===== src/rtl/dvi_pkg.sv =====
// Shared constants for the DVI output stage: colour-bar table, stage record
// and phase-word bit positions also used by the I/O-primitive wrapper.
package dvi_pkg;

  localparam int unsigned BAR_COUNT = 8;

  typedef enum logic [2:0] {
    BAR_WHITE,
    BAR_YELLOW,
    BAR_CYAN,
    BAR_GREEN,
    BAR_MAGENTA,
    BAR_RED,
    BAR_BLUE,
    BAR_BLACK
  } bar_e;

  // Entry N is bar N as {R8, G8, B8}
  localparam logic [BAR_COUNT-1:0][23:0] BAR_RGB = {
    24'h000000,
    24'h0000FF,
    24'hFF0000,
    24'hFF00FF,
    24'h00FF00,
    24'h00FFFF,
    24'hFFFF00,
    24'hFFFFFF
  };

  // Phase map: rise = {G8[3:0], B8[7:0]}, fall = {R8[7:0], G8[7:4]}
  localparam int unsigned RISE_B_LSB = 0;
  localparam int unsigned RISE_G_LSB = 8;
  localparam int unsigned FALL_G_LSB = 0;
  localparam int unsigned FALL_R_LSB = 4;

  typedef struct packed {
    logic        hs;
    logic        vs;
    logic        de;
    logic [23:0] rgb;
  } stage_t;

endpackage


===== src/rtl/dvi_bar_gen.sv =====
// Colour-bar generator: per-line pixel counters and bar colour lookup.
// Colour reflects the counters before this cycle's increment.
module dvi_bar_gen
  import dvi_pkg::*;
#(
  parameter int unsigned BAR_WIDTH = 80
) (
  input  logic        clk,
  input  logic        rst_n,
  input  logic        active,
  output logic [23:0] rgb
);

  localparam int unsigned SUB_W = (BAR_WIDTH > 1) ? $clog2(BAR_WIDTH) : 1;

  logic [SUB_W-1:0] sub_cnt;
  bar_e             bar_idx;

  always_ff @(posedge clk or negedge rst_n) begin
    if (!rst_n) begin
      sub_cnt <= '0;
      bar_idx <= BAR_WHITE;
    end else if (!active) begin
      sub_cnt <= '0;
      bar_idx <= BAR_WHITE;
    end else if (sub_cnt == SUB_W'(BAR_WIDTH - 1)) begin
      sub_cnt <= '0;
      if (bar_idx != BAR_BLACK)
        bar_idx <= bar_e'(bar_idx + 3'd1);
    end else begin
      sub_cnt <= sub_cnt + 1'b1;
    end
  end

  assign rgb = BAR_RGB[bar_idx];

endmodule


===== src/rtl/dvi_tx_packer.sv =====
// DVI transmitter output stage: depth expansion, pattern select, equal-latency
// pipeline, phase packing and timed transmitter reset release.
module dvi_tx_packer
  import dvi_pkg::*;
#(
  parameter int unsigned BPC         = 8,
  parameter int unsigned DDR_MODE    = 1,
  parameter int unsigned PIPE_STAGES = 2,
  parameter int unsigned RESET_HOLD  = 1024,
  parameter int unsigned BAR_WIDTH   = 80
) (
  input  logic           pixel_clk,
  input  logic           gpuclk_rst_b,
  input  logic           hsync,
  input  logic           vsync,
  input  logic           blank_b,
  input  logic [BPC-1:0] pixel_r,
  input  logic [BPC-1:0] pixel_g,
  input  logic [BPC-1:0] pixel_b,
  input  logic           pattern_en,
  output logic           dvi_reset_b,
  output logic           tx_ready,
  output logic           dvi_hs,
  output logic           dvi_vs,
  output logic           dvi_de,
  output logic [11:0]    dvi_d_rise,
  output logic [11:0]    dvi_d_fall
);

  localparam int unsigned HOLD_W = $clog2(RESET_HOLD + 1);

  logic [HOLD_W-1:0] hold_cnt;

  always_ff @(posedge pixel_clk or negedge gpuclk_rst_b) begin
    if (!gpuclk_rst_b) begin
      hold_cnt    <= '0;
      tx_ready    <= 1'b0;
      dvi_reset_b <= 1'b0;
    end else if (!tx_ready) begin
      hold_cnt <= hold_cnt + 1'b1;
      if (hold_cnt == HOLD_W'(RESET_HOLD - 1)) begin
        tx_ready    <= 1'b1;
        dvi_reset_b <= 1'b1;
      end
    end
  end

  // Pattern request only takes effect on a vsync rising edge
  logic vs_prev;
  logic pat_mode;

  always_ff @(posedge pixel_clk or negedge gpuclk_rst_b) begin
    if (!gpuclk_rst_b) begin
      vs_prev  <= 1'b0;
      pat_mode <= 1'b0;
    end else begin
      vs_prev <= vsync;
      if (vsync && !vs_prev)
        pat_mode <= pattern_en;
    end
  end

  logic [7:0] r8, g8, b8;

  generate
    if (BPC == 8) begin : g_pass
      assign r8 = pixel_r;
      assign g8 = pixel_g;
      assign b8 = pixel_b;
    end else begin : g_expand
      assign r8 = {pixel_r, pixel_r[BPC-1 -: 8-BPC]};
      assign g8 = {pixel_g, pixel_g[BPC-1 -: 8-BPC]};
      assign b8 = {pixel_b, pixel_b[BPC-1 -: 8-BPC]};
    end
  endgenerate

  logic [23:0] bar_rgb;

  dvi_bar_gen #(
    .BAR_WIDTH(BAR_WIDTH)
  ) u_bar_gen (
    .clk   (pixel_clk),
    .rst_n (gpuclk_rst_b),
    .active(blank_b),
    .rgb   (bar_rgb)
  );

  stage_t src;
  stage_t pre_final;

  always_comb begin
    src.hs  = hsync;
    src.vs  = vsync;
    src.de  = blank_b;
    src.rgb = pat_mode ? bar_rgb : {r8, g8, b8};
  end

  // Output registers count as the last stage, so only PIPE_STAGES-1 live here
  generate
    if (PIPE_STAGES == 1) begin : g_direct
      assign pre_final = src;
    end else begin : g_pipe
      stage_t pipe [PIPE_STAGES-1];

      always_ff @(posedge pixel_clk or negedge gpuclk_rst_b) begin
        if (!gpuclk_rst_b) begin
          for (int unsigned i = 0; i < PIPE_STAGES - 1; i++)
            pipe[i] <= '0;
        end else begin
          pipe[0] <= src;
          for (int unsigned i = 1; i < PIPE_STAGES - 1; i++)
            pipe[i] <= pipe[i-1];
        end
      end

      assign pre_final = pipe[PIPE_STAGES-2];
    end
  endgenerate

  logic [11:0] rise_w;
  logic [11:0] fall_w;

  generate
    if (DDR_MODE != 0) begin : g_ddr
      always_comb begin
        rise_w = '0;
        fall_w = '0;
        rise_w[RISE_B_LSB +: 8] = pre_final.rgb[7:0];
        rise_w[RISE_G_LSB +: 4] = pre_final.rgb[11:8];
        fall_w[FALL_G_LSB +: 4] = pre_final.rgb[15:12];
        fall_w[FALL_R_LSB +: 8] = pre_final.rgb[23:16];
      end
    end else begin : g_sdr
      assign {fall_w, rise_w} = pre_final.rgb;
    end
  endgenerate

  logic de_ok;
  assign de_ok = pre_final.de & tx_ready;

  always_ff @(posedge pixel_clk or negedge gpuclk_rst_b) begin
    if (!gpuclk_rst_b) begin
      dvi_hs     <= 1'b0;
      dvi_vs     <= 1'b0;
      dvi_de     <= 1'b0;
      dvi_d_rise <= '0;
      dvi_d_fall <= '0;
    end else begin
      dvi_hs     <= pre_final.hs;
      dvi_vs     <= pre_final.vs;
      dvi_de     <= de_ok;
      dvi_d_rise <= de_ok ? rise_w : '0;
      dvi_d_fall <= de_ok ? fall_w : '0;
    end
  end

endmodule


===== config.mk =====
export PLATFORM = sky130hd
export DESIGN_NAME = dvi_tx_packer
export DESIGN_NICKNAME = d
export VERILOG_FILES = /design/src/rtl/dvi_pkg.sv /design/src/rtl/dvi_bar_gen.sv /design/src/rtl/dvi_tx_packer.sv
export SDC_FILE = /design/constraint.sdc
export NUM_CORES = 1
export LEC_CHECK = 0
export BUFFER_PORTS_ARGS = -buffer_cell sky130_fd_sc_hd__buf_2
export CAP_MARGIN = 25
export CORE_AREA = 3 3 96 98
export CTS_CLUSTER_SIZE = 25
export DETAILED_ROUTE_END_ITERATION = 8
export DIE_AREA = 0 0 99 101
export PLACE_DENSITY = 0.63
export SYNTH_ARGS = -nofsm -noshare
export SYNTH_HDL_FRONTEND = slang
export SYNTH_SLANG_ARGS = --single-unit

===== constraint.sdc =====
create_clock -name pixel_clk -period 1.5 [get_ports pixel_clk]
set_input_delay 0.225 -clock pixel_clk [delete_from_list [all_inputs] [get_ports pixel_clk]]
set_output_delay 0.225 -clock pixel_clk [all_outputs]
set_load 0.02 [all_outputs]

== After elaboration in Yosys (flattened, before gate mapping) ==
Memories as Yosys holds them, arrays and structs flattened.
Index checks and enable logic that the tools add are counted.

* Bits of input ports: 30
* Flip-flop bits (word level): 78
* Bits in read-only memories: 192
* Output and inout port bits: 29
* Memories: 1
* Word-level logic and storage cells: 42

{| class="wikitable"
|+ Memories
! name !! depth !! width !! rd ports !! clocked after memory_dff !! wr ports !! line !! source
|-
| (name not given) || 8 || 24 || 1 || 0 || 0 || dvi_bar_gen.sv:35 || <nowiki>assign rgb = BAR_RGB[bar_idx];</nowiki>
|}

* Mux-type cells: 11
* Order comparisons: 1
* Equal/unequal tests: 5
* Reduce and logical (&&, ||, !) cells: 4
* Bitwise operators: 2
* Add/sub/neg operators: 3

{| class="wikitable"
|+ Operators with widths
! kind !! count
|-
| $mux W24 || 2
|-
| $mux W12 || 2
|-
| $mux W7 || 2
|-
| $add A11 B1 Y11 const B || 1
|-
| $eq A11 B10 Y1 const B || 1
|-
| $mux W3 || 3
|-
| $add A7 B1 Y7 const B || 1
|-
| $eq A7 B7 Y1 const B || 1
|-
| $lt A3 B4 Y1 const B || 1
|-
| $ne A2 B1 Y1 const B || 2
|-
| $reduce_and A2 Y1 || 2
|-
| $add A3 B1 Y3 const B || 1
|-
| $ne A3 B3 Y1 const B || 1
|-
| $mux W1 || 2
|-
| $and A1 B1 Y1 || 1
|-
| $logic_and A1 B1 Y1 || 1
|-
| $logic_not A1 Y1 || 1
|-
| $not A1 Y1 || 1
|}

== Longest topological paths before layout ==
* Depth in word-level cells: 4
* Gate-level depth with buffers: 4
* Mapped depth without buffers: 4

== Modules after synthesis ==
Synthesis repeated with hierarchy kept, for this count alone.

* Cells, all modules: 229
* Area total of the unflattened synthesis: 3121.7 µm²

{| class="wikitable"
|+ By module, submodules not included
! module !! cells each !! area an instance (µm²) !! instances
|-
| dvi_tx_packer || 158 || 2429.8 || 1
|-
| dvi_bar_gen || 71 || 691.9 || 1
|}

== Worst setup path after synthesis ==
Ideal clock, no wire load.

* Path kind: reg-to-reg
* From: register u_bar_gen.bar_idx[0]
* To: register u_bar_gen.bar_idx[0]
* Path buffers: 0
* Clock period less this slack: 1411 ps
* Library setup time: 79 ps
* Arrival: 1331 ps
* Cell stages (with the launch flop): 5
* Path slack: 89 ps
* Required time: 1421 ps
* Cell sequence: dfrtp_1 -> ha_1 -> ha_1 -> nor4_4 -> mux2i_1

* Cells in the longest elaborated chain, start to end: 4
* Elaborated cells between the ends (all ways): 7

{| class="wikitable"
|+ RTL lines
! element !! line !! source
|-
| start, declared || dvi_bar_gen.sv:17 || <nowiki>bar_e bar_idx;</nowiki>
|-
| start signal, assigned || dvi_bar_gen.sv:29 || <nowiki>bar_idx <= bar_e'(bar_idx + 3'd1);</nowiki>
|-
| $add A3 B1 Y3 || dvi_bar_gen.sv:29 ||
|-
| $mux W3 || dvi_bar_gen.sv:28 || <nowiki>if (bar_idx != BAR_BLACK)</nowiki>
|-
| $mux W3 || dvi_bar_gen.sv:26 || <nowiki>end else if (sub_cnt == SUB_W'(BAR_WIDTH - 1)) begin</nowiki>
|-
| $mux W3 || dvi_bar_gen.sv:23 || <nowiki>end else if (!active) begin</nowiki>
|}

Parallel ways exist; a longest one is shown, timed or not. The select of a mux whose other input is x is not followed.
A chain may end at the register's enable or synchronous reset.

== Worst setup path in the final report ==
* From: register u_bar_gen.bar_idx[1]
* To: register u_bar_gen.bar_idx[0]

* Cells in the longest elaborated chain, start to end: 3

{| class="wikitable"
|+ RTL lines
! element !! line
|-
| $ne A3 B3 Y1 || dvi_bar_gen.sv:28
|-
| $ne A2 B1 Y1 (no line) || n/a
|-
| $reduce_and A2 Y1 (no line) || n/a
|}

No other way between the ends.

==> impl_results.md <==
* Largest net degree at the start of global routing at 39
* Max Cap Viol at 0
* Die X at 99 microns
* Initial Util at 0.336
* EDFF count, synth at 0
* Slew Viols, Final at 0
* Area delta synth->final at 24.9%
* IO Pins at 59
* Post-synth top flop: dfrtp_1
* Antenna viol nets, final at 0
* Dpl hpwl at 3690 microns
* Post-DR wirelength/cell at 12.8 microns
* First-pass GRT wire length at 8960 microns
* Switching share of total power at 0.219
* Net Count, Synth at 268
* # rows at 34
* Drt first pass iters at 4
* Clk_skew at 0.00966 ns
* Placer Congestion at 0.707
* Tot GR Track Use at 0.114
* Status: completed
* Endpoint class of the critical path: register
* Clk pin slew, worst setup/hold paths at 0.08 ns
* Internal power at 3280 uW
* CTS tree: built
* Pwr Density at 1170 nW/um^2
* Period utilization at 0.958
* Final-stage net count at 337
* Fmax at 0.696 GHz
* Leak at 0.00192 uW
* Clock group share of total power at 0.406
* Mapped Cells at 234
* Setup TNS at 0 ns
* Comb power frac at 0.052
* # diodes at 0
* CTS Buf Count at 9
* RR Startpoint: u_bar_gen.bar_idx[1]
* Crit Path Class: reg -> reg
* R2r endpoint: u_bar_gen.bar_idx[0]
* DIE AREA at 10000 sq um
* Hold Path End: g_pipe.pipe[1]
* I/O Buffers at 58
* Reg-to-reg slack, setup at 0.06 ns
* Worst Setup SP: u_bar_gen.bar_idx[1]
* Avg Synthesized Cell Area at 12.3 sq um
* Die height at 101 microns
* Min cycle time layout at 1.44 ns
* HP Class: in -> reg
* Register area share after synthesis at 0.679
* Synth warnings at 0
* Vias in the first global route at 1855
* Synth cell types at 30
* HP Start: pixel_b[1]
* Overflow after GRT at 0
* Initial antenna violation count at 0
* Clk sink count at 78
* Final setup viols at 0
* CTS H-tree depth at 3
* Clk_lat worst skew at 0.34 ns
* Mapped Area at 2870 sq um
* Via-to-Cell Ratio at 4.48
* Slew margin rel. at 0.576
* Asr flop ratio synth at 1.00
* Cell chosen for the clock root: clkbuf_8
* Sw Pwr at 919 uW
* Part of the power in registers at 0.542
* Seq cells post-synth at 78
* CTS Buffer Depth at 2
* Peak VDD IR at 0.000502 V
* Reg2reg path depth at 4
* Hold Path Stages at 3
* DRT iter0 DRCs at 135
* DR vias at 1860
* Total core area at 8550 sq um
* Data required time of the worst path at 1.76 ns
* Crit path arrival time at 1.70 ns
* Final Hold Fails at 0
* Proportion of layout cells with a drive suffix above 1 at 0.280
* Startpoint Class: register
* WHS at 0.107 ns
* Remaining DRCs at 0
* Crit path max fanout at 3
* Worst slew pin tran at 0.637 ns
* Routed WL at 5320 microns
* Fillers at 812
* RSZ-0062 raised after global routing: yes
[Yosys cell counts (all sizes together), types with 6 or more instances]
cell     n  area [sq um]
nand2   10          37.5
xnor2    6          52.6
xor2     7          61.3
inv     28           105
nor2     7          26.3
dfrtp   78          1950
nand2b   7          43.8
and3    24           150
clkbuf   8          30.0
o21ai   25           125
[critical path, cell delays in order, from the launching register on]
cell and delay, ns:
dfrtp_1 0.40, ha_2 0.19, ha_4 0.16, nor4_4 0.38, mux2i_1 0.23
[sequential cells by signal, indices dropped and copies added (netlist names)]
register / cells
dvi_de: 1
tx_ready: 1
pat_mode: 1
dvi_reset_b: 1
dvi_d_rise: 12
g_pipe.pipe: 15
u_bar_gen.bar_idx: 3
dvi_vs: 1
dvi_d_fall: 12
fall_w: 12
hold_cnt: 11
dvi_hs: 1
u_bar_gen.sub_cnt: 7
[stage by stage]
stage / instances / utilization / area (sq um) / worst slack [ns] / total power [uW]
2_1_floorplan: 234 / - / 2870 / 0.0893 / 2400
3_3_place_gp: 396 / 0.388 / 3320 / 0.0577 / 2530
3_5_place_dp: 396 / 0.388 / 3320 / -0.000751 / 2540
4_1_cts: 414 / 0.417 / 3570 / 0.0205 / 4260
5_1_grt: 415 / 0.420 / 3590 / -0.0209 / 4390
6_report: 415 / 0.420 / 3590 / 0.0635 / 4200
[layer usage]
| layer | vias to the layer above | GRT usage | share of wire |
|---|---|---|---|
| met5 | - | 0 | 0 |
| met4 | 0 | 0.0441 | 0.013 |
| met3 | 6 | 0.0429 | 0.057 |
| met2 | 38 | 0.182 | 0.48 |
| met1 | 911 | 0.141 | 0.45 |
| li1 | 905 | - | - |
[final cells by class]
cell class,instances,area [sq um],share of cell area
clock buffers,10,138,0.0383
multi-input cells,119,798,0.222
repair buffers,67,380,0.106
clock inverters,5,82.6,0.0230
flip-flops and latches,78,1950,0.544
inverters,28,105,0.0293
well taps,108,135,0.0376
[power groups by stage]
stage                     logic, uW  clock network, uW  registers (uW)
after floorplan                 111                  0            2290
after global routing            254               1840            2290
final                           218               1710            2280
after global placement          213                  0            2310
after detailed placement        221                  0            2320
after CTS                       228               1760            2280
[worst max-delay path by stage]
stage                           end  slack (ns)  cells after the start
2_1_floorplan  u_bar_gen.bar_idx[0]        0.09                      4
3_3_place_gp   u_bar_gen.bar_idx[1]        0.06                      4
3_5_place_dp   u_bar_gen.bar_idx[0]     -0.0008                      4
4_1_cts        u_bar_gen.bar_idx[0]        0.02                      4
5_1_grt        u_bar_gen.bar_idx[1]       -0.02                      4
6_report       u_bar_gen.bar_idx[0]        0.06                      4
[cells by family after synthesis]
family	after synthesis	share of synthesized area
AND/OR/NAND/NOR	65	0.135
buffers and inverters	37	0.0483
multiplexers	5	0.0183
AO/OA/AOI/OAI	32	0.0623
XOR/XNOR	13	0.0396
adder cells (fa/ha/maj)	4	0.0174
flip-flops	78	0.679
[timing repair]
action                                  4_1_cts  5_1_grt
setup buffers                                 0        1
resized for setup                             0        3
endpoints found under the hold margin        24        0
pin swaps                                     1        1
hold buffers                                  3        0
endpoints found under the setup margin        2        3
[layout by cell type (no fill, tap or decap), types with 2 or more instances in the layout]
cell type / count
a21oi_1: 2
and2_1: 2
and3_1: 24
buf_2: 57
buf_4: 6
bufinv_16: 2
clkbuf_8: 10
dfrtp_1: 78
dlygate4sd3_1: 3
ha_1: 2
inv_1: 28
mux2_2: 2
mux2i_1: 3
nand2_1: 10
nand2b_1: 7
nand3_1: 3
nand4b_1: 2
nor2_1: 7
nor3_1: 4
o21ai_0: 25
xnor2_1: 6
xor2_1: 7
No activity file was read; power rests on OpenSTA's default activity.
